**src/rtl/aes_pkg.sv**
```systemverilog
// Shared AES-128 definitions: sizes, rcon seed, GF(2^8) helpers, S-box and the
// key-schedule FSM state type.
package aes_pkg;

    localparam int          AES_NK_BITS    = 128;
    localparam int          AES_NUM_ROUNDS = 10;
    localparam logic [31:0] RCON_INIT      = 32'h01000000;

    typedef logic [0:AES_NK_BITS-1] aes_key_t;

    typedef enum logic [1:0] {
        IDLE = 2'd0,
        EMIT = 2'd1,
        DONE = 2'd2
    } ks_state_t;

    function automatic logic [7:0] xtime(input logic [7:0] b);
        return {b[6:0], 1'b0} ^ (b[7] ? 8'h1b : 8'h00);
    endfunction

    function automatic logic [7:0] gf_mul(input logic [7:0] a, input logic [7:0] b);
        logic [7:0] p;
        logic [7:0] x;
        p = 8'h00;
        x = a;
        for (int i = 0; i < 8; i++) begin
            if (b[i]) p = p ^ x;
            x = xtime(x);
        end
        return p;
    endfunction

    // Multiplicative inverse as a^254; the zero byte maps to zero as AES requires.
    function automatic logic [7:0] gf_inv(input logic [7:0] a);
        logic [7:0] r;
        logic [7:0] sq;
        r  = 8'h01;
        sq = a;
        for (int i = 0; i < 8; i++) begin
            if (i != 0) r = gf_mul(r, sq);
            sq = gf_mul(sq, sq);
        end
        return r;
    endfunction

    function automatic logic [7:0] sbox(input logic [7:0] a);
        logic [7:0] b;
        b = gf_inv(a);
        return b ^ {b[6:0], b[7]} ^ {b[5:0], b[7:6]} ^ {b[4:0], b[7:5]}
                 ^ {b[3:0], b[7:4]} ^ 8'h63;
    endfunction

    function automatic logic [31:0] sub_word(input logic [31:0] w);
        return {sbox(w[31:24]), sbox(w[23:16]), sbox(w[15:8]), sbox(w[7:0])};
    endfunction

endpackage

```
**src/rtl/aes_key_store.sv**
```systemverilog
// 11-entry round-key buffer with one write port and one asynchronous read port;
// only built when KEY_STORE_EN is defined.
`ifdef KEY_STORE_EN
module aes_key_store
    import aes_pkg::*;
(
    input  logic         clk,
    input  logic         i_we,
    input  logic [3:0]   i_wr_idx,
    input  logic [0:127] i_wr_key,
    input  logic [3:0]   i_rd_idx,
    output logic [0:127] o_rd_key
);

    aes_key_t r_mem [0:AES_NUM_ROUNDS];

    // NOTE: the storage array has no reset; store_full in the controller qualifies its contents.
    always_ff @(posedge clk) begin
        if (i_we && (i_wr_idx <= 4'(AES_NUM_ROUNDS))) begin
            r_mem[i_wr_idx] <= i_wr_key;
        end
    end

    assign o_rd_key = (i_rd_idx <= 4'(AES_NUM_ROUNDS)) ? r_mem[i_rd_idx] : '0;

endmodule
`endif

```
**src/rtl/key_gen.sv**
```systemverilog
// One AES-128 key-expansion round: derives the next round key from the previous
// one and the current rcon word. Purely combinational.
module key_gen
    import aes_pkg::*;
(
    input  logic [0:127] temp_key,
    input  logic [0:31]  rcon,
    input  logic [0:127] mx_key,
    output logic [0:127] ko
);

    logic [0:31] w_w0, w_w1, w_w2, w_w3;
    logic [0:31] w_t;
    logic [0:31] w_n0, w_n1, w_n2, w_n3;

    // NOTE: every signal written here is assigned on every path, so no latch is inferred.
    always_comb begin
        w_w0 = temp_key[0:31];
        w_w1 = temp_key[32:63];
        w_w2 = temp_key[64:95];
        w_w3 = temp_key[96:127];
        w_t  = sub_word({w_w3[8:31], w_w3[0:7]}) ^ rcon;
        w_n0 = w_w0 ^ w_t;
        w_n1 = w_w1 ^ w_n0;
        w_n2 = w_w2 ^ w_n1;
        w_n3 = w_w3 ^ w_n2;
        // mx_key lets a caller fold an extra mask into the result; zero leaves the key untouched.
        ko   = {w_n0, w_n1, w_n2, w_n3} ^ mx_key;
    end

endmodule

```
**src/rtl/aes_key_sched_ctrl.sv**
```systemverilog
// AES-128 key-schedule controller: streams round keys 0..10 over valid/ready.
// Define KEY_STORE_EN to add the 11-entry key store and its read port.
module aes_key_sched_ctrl
    import aes_pkg::*;
#(
    parameter int NUM_ROUNDS = AES_NUM_ROUNDS
)
(
    input  logic         clk,
    input  logic         rst,
    input  logic         start,
    input  logic         abort,
    input  logic [0:127] key_in,
    output logic         ready,
    output logic         rk_valid,
    input  logic         rk_ready,
    output logic [0:127] rk_out,
    output logic [3:0]   rk_idx,
    output logic         done
`ifdef KEY_STORE_EN
    ,
    input  logic [3:0]   rd_idx,
    output logic [0:127] rd_key,
    output logic         store_full
`endif
);

    localparam logic [3:0] LAST_IDX = 4'(NUM_ROUNDS);

    ks_state_t   r_state;
    ks_state_t   w_next_state;
    aes_key_t    r_key;
    logic [3:0]  r_idx;
    logic [0:31] r_rcon;
    aes_key_t    w_ko;
    logic        w_accept;
    logic        w_hs;
    logic        w_abort;

    assign w_accept = (r_state == IDLE) && start && !abort;
    assign w_hs     = (r_state == EMIT) && rk_ready && !abort;
    assign w_abort  = (r_state != IDLE) && abort;

    key_gen u_key_gen (
        .temp_key (r_key),
        .rcon     (r_rcon),
        .mx_key   ('0),
        .ko       (w_ko)
    );

    // NOTE: state registers use non-blocking assignments so all flops update together.
    always_ff @(posedge clk or posedge rst) begin
        if (rst) begin
            r_state <= IDLE;
        end else begin
            r_state <= w_next_state;
        end
    end

    always_comb begin
        w_next_state = r_state;
        ready        = 1'b0;
        rk_valid     = 1'b0;
        done         = 1'b0;
        unique case (r_state)
            IDLE: begin
                ready = 1'b1;
                if (start && !abort) w_next_state = EMIT;
            end
            EMIT: begin
                rk_valid = 1'b1;
                if (abort) begin
                    w_next_state = IDLE;
                end else if (rk_ready && (r_idx == LAST_IDX)) begin
                    w_next_state = DONE;
                end
            end
            DONE: begin
                done         = !abort;
                w_next_state = IDLE;
            end
            default: w_next_state = IDLE;
        endcase
    end

    // The final handshake leaves key and index in place so rk_out still shows key 10.
    always_ff @(posedge clk or posedge rst) begin
        if (rst) begin
            r_key  <= '0;
            r_idx  <= '0;
            r_rcon <= RCON_INIT;
        end else if (w_accept) begin
            r_key  <= key_in;
            r_idx  <= '0;
            r_rcon <= RCON_INIT;
        end else if (w_hs && (r_idx != LAST_IDX)) begin
            r_key  <= w_ko;
            r_idx  <= r_idx + 4'd1;
            r_rcon <= {xtime(r_rcon[0:7]), 24'h000000};
        end
    end

    assign rk_out = r_key;
    assign rk_idx = r_idx;

`ifdef KEY_STORE_EN
    logic r_store_full;

    aes_key_store u_key_store (
        .clk      (clk),
        .i_we     (w_hs),
        .i_wr_idx (r_idx),
        .i_wr_key (r_key),
        .i_rd_idx (rd_idx),
        .o_rd_key (rd_key)
    );

    always_ff @(posedge clk or posedge rst) begin
        if (rst) begin
            r_store_full <= 1'b0;
        end else if (w_accept || w_abort) begin
            r_store_full <= 1'b0;
        end else if (w_hs && (r_idx == LAST_IDX)) begin
            r_store_full <= 1'b1;
        end
    end

    assign store_full = r_store_full;
`endif

endmodule

```
**config.mk**
```make
export PLATFORM = sky130hd
export DESIGN_NAME = aes_key_sched_ctrl
export DESIGN_NICKNAME = d
export VERILOG_FILES = /design/src/rtl/aes_pkg.sv /design/src/rtl/aes_key_store.sv /design/src/rtl/key_gen.sv /design/src/rtl/aes_key_sched_ctrl.sv
export SDC_FILE = /design/constraint.sdc
export NUM_CORES = 2
export LEC_CHECK = 0
export BUFFER_PORTS_ARGS = -buffer_cell sky130_fd_sc_hd__buf_2
export CAP_MARGIN = 5
export CORE_MARGIN = 2
export CORE_UTILIZATION = 30
export CTS_CLUSTER_DIAMETER = 80
export DETAILED_ROUTE_END_ITERATION = 6
export GPL_TIMING_DRIVEN = 0
export PLACE_DENSITY_LB_ADDON = 0.12
export SLEW_MARGIN = 20
export SYNTH_ARGS = -nofsm -noshare
export SYNTH_HDL_FRONTEND = slang
export SYNTH_SLANG_ARGS = --single-unit
export TNS_END_PERCENT = 10
```
**constraint.sdc**
```tcl
create_clock -name clk -period 15.8 [get_ports clk]
set_input_delay 1.58 -clock clk [delete_from_list [all_inputs] [get_ports clk]]
set_output_delay 1.58 -clock clk [all_outputs]
set_load 0.01 [all_outputs]
```
==> flow_summary.ini <==
[setup_path]
critPathArrivalTime_ns = 15.70
startpoint_type = register
cp.required_ns = 16.18
worst_path_max_delay_cell = xnor3_1
critPathKind = register to register
reg2reg_from = rk_out[113]
cp_slowest_stage_delay_ns = 0.59
critPathLaunch = rk_out[113]
critPathMaxFanout = 10
end_kind = register

[drt]
first_pass_iters = 6
ant_nets = 0
route.vias.total = 65800
drt-total-wl_um = 279000
remaining_drc_errors = 0
via_per_inst = 5.46
first_iter_violations = 5670
wire_per_inst_um = 23.1

[die]
die_width_um = 464
coreArea_um2 = 210000
io_pins = 268
die_area_um2 = 215000
num_rows = 168
die_h_um = 464
start_util = 0.302

[global_route]
grt_pass1_wl_um = 409000
grt_start_max_net_pins = 84
track_usage = 0.245
antenna_found_initial = 31
gr-total-overflow = 0
grt_pass1_vias = 61700

[timing]
slew_viol_final = 0
worst_pin_slew_ns = 1.26
skew_ns = 0.0256
setup_violations = 0
hold_viol_final = 0
grt_setup_unrepaired = true
fin_crit_sh = 0.970
fin_crit_ns = 15.32
slew_headroom = 0.162
worst_slack_ns = 0.479
max_freq_mhz = 65.3

[placement]
hpwl_um = 214000
io_buffers = 267
post_dp_cell_area_um2 = 68500
dp.cells = 11600
gp_congestion = 0.945
post-place-ws_ns = -4.71

[final_layout]
finalNonFillerCells = 12100
final_nets = 9369
fin_util = 0.371
finalInstanceArea_um2 = 78000
drive_gt1_frac = 0.199
area_growth_syn_to_layout_pct = 22.8

[clock_network]
cts.reportedPaths.clkPinSlew_ns = 0.09
clockBufferDepth = 2
cts_tree = built
ctsHtreeMaxLevel = 4
holdBufCountCts = 0
clock-sinks = 142
cts-root-buf = clkbuf_16
cts_made_buffers = 17
clock_latency_ns = 0.50

[synth]
synth_cell_types = 111
syn-mean-instance-area_um2 = 7.41
synth_area_um2 = 63500
synth-seq-cells = 142
ys.flop_type = dfrtp_1
synth_nets = 8726
synth_edf_count = 0
async_reset_ff_frac = 1.00
yosys_warnings = 0
ys_seq_area_frac = 0.0560
synth_cells = 8572

[flow_run]
drv_cap = 0

[outcome]
outcome = completed

[worst_hold_path]
min_from = r_rcon[1]
hp-class = register to register
-- repair_timing --
item	4_1_cts	5_1_grt
endpoints found under the setup margin	128	128
buffers inserted	163	197
gates resized for setup	635	462
pin swaps	108	134
gates cloned	0	1
-- cells by family after synthesis --
group           Yosys count  synth area share
simple gates           2979             0.201
buf+inv                 683            0.0446
flops                   142            0.0560
xor+xnor               2589             0.461
compound gates         1939             0.197
fa+ha+maj                22           0.00430
mux                     218            0.0357
-- flip-flops by register name (all words and copies together) (netlist names) --
name	cells
rk_out	128
r_rcon	8
rk_idx	4
r_state	2
-- worst max-delay path, delay by kind of cell, from the launching register on --
| family | cells | cell delay [ns] |
|---|---|---|
| mux | 1 | 0.06 |
| buf+inv | 6 | 1.36 |
| xor+xnor | 34 | 11.10 |
| compound gates | 3 | 0.56 |
| fa+ha+maj | 1 | 0.36 |
| simple gates | 8 | 1.30 |
| flops | 1 | 0.37 |
-- layout make-up --
| type | count | area (um2) |
|---|---|---|
| fillers | 22000 | 132000 |
| diodes | 25 | 62.6 |
| flip-flops and latches | 142 | 3560 |
| multi-input cells | 7747 | 62800 |
| plain buffers | 575 | 2790 |
| clock buffers | 18 | 429 |
| inverters | 100 | 405 |
| clock inverters | 14 | 149 |
| well taps | 2805 | 3510 |
| repair buffers | 632 | 4330 |
-- layout by cell type (no fill, tap or decap), types with 89 or more instances in the layout --
cell / n
a21oi_1: 496
xnor2_1: 1300
a22oi_1: 89
xor2_1: 391
nor3_1: 223
xnor3_1: 255
o21ai_0: 429
nand3_1: 222
nand2_1: 919
o211ai_1: 92
dfrtp_1: 139
mux2i_1: 173
clkbuf_2: 106
clkbuf_1: 254
o22ai_1: 109
xnor2_4: 108
buf_4: 385
buf_2: 374
xnor3_2: 96
nor2_1: 1210
xnor2_2: 255
-- metal layers --
metal	vias to the layer above	GRT usage	wire length, um
li1	31000	-	-
met1	32200	0.321	119000
met2	2208	0.394	128000
met3	398	0.0212	14300
met4	0	0.142	17300
met5	-	0	0
-- synth_stat cells (all sizes together) (28+ instances only) --
master / number / share of area
o22ai: 115 / 0.012
a22oi: 93 / 0.011
nor2: 1232 / 0.073
a31oi: 72 / 0.0071
o21a: 32 / 0.0038
dfrtp: 141 / 0.056
and3: 39 / 0.0038
xnor2: 1663 / 0.24
a211oi: 69 / 0.0089
inv: 88 / 0.0052
nand3: 228 / 0.018
nor3: 240 / 0.019
nor2b: 52 / 0.0051
xor2: 527 / 0.077
xnor3: 352 / 0.13
nand2: 929 / 0.055
mux2i: 177 / 0.028
mux2: 38 / 0.0067
xor3: 47 / 0.018
o211ai: 93 / 0.011
or3: 28 / 0.0028
nand2b: 53 / 0.0052
o221ai: 41 / 0.0057
a21oi: 518 / 0.041
a21o: 30 / 0.0035
and2: 58 / 0.0057
a221o: 44 / 0.0069
o21ai: 490 / 0.039
clkbuf: 386 / 0.023
buf: 197 / 0.016
-- path summary, 6_finish.rpt --
path	to	slack, ns	cells past startpoint
max	rk_out[104]	0.48	53
min	r_rcon[0]	0.53	2
max reg2reg	rk_out[104]	0.48	53
min reg2reg	r_rcon[0]	0.53	2
max in group asynchronous	rk_out[26]	13.74	3
min in group asynchronous	rk_idx[2]	1.12	2
-- per-stage QoR --
stage / hold slack (ns) / setup TNS [ns]
after global placement: 0.493 / -498.79
after global routing: 0.559 / -0.278
final: 0.529 / 0
after detailed placement: 0.504 / -467.46
after CTS: 0.524 / -0.0331
after floorplan: 0.480 / 0
Power is not shown: default switching activity piles up to over one toggle a cycle in this logic, so the estimate is an artifact.
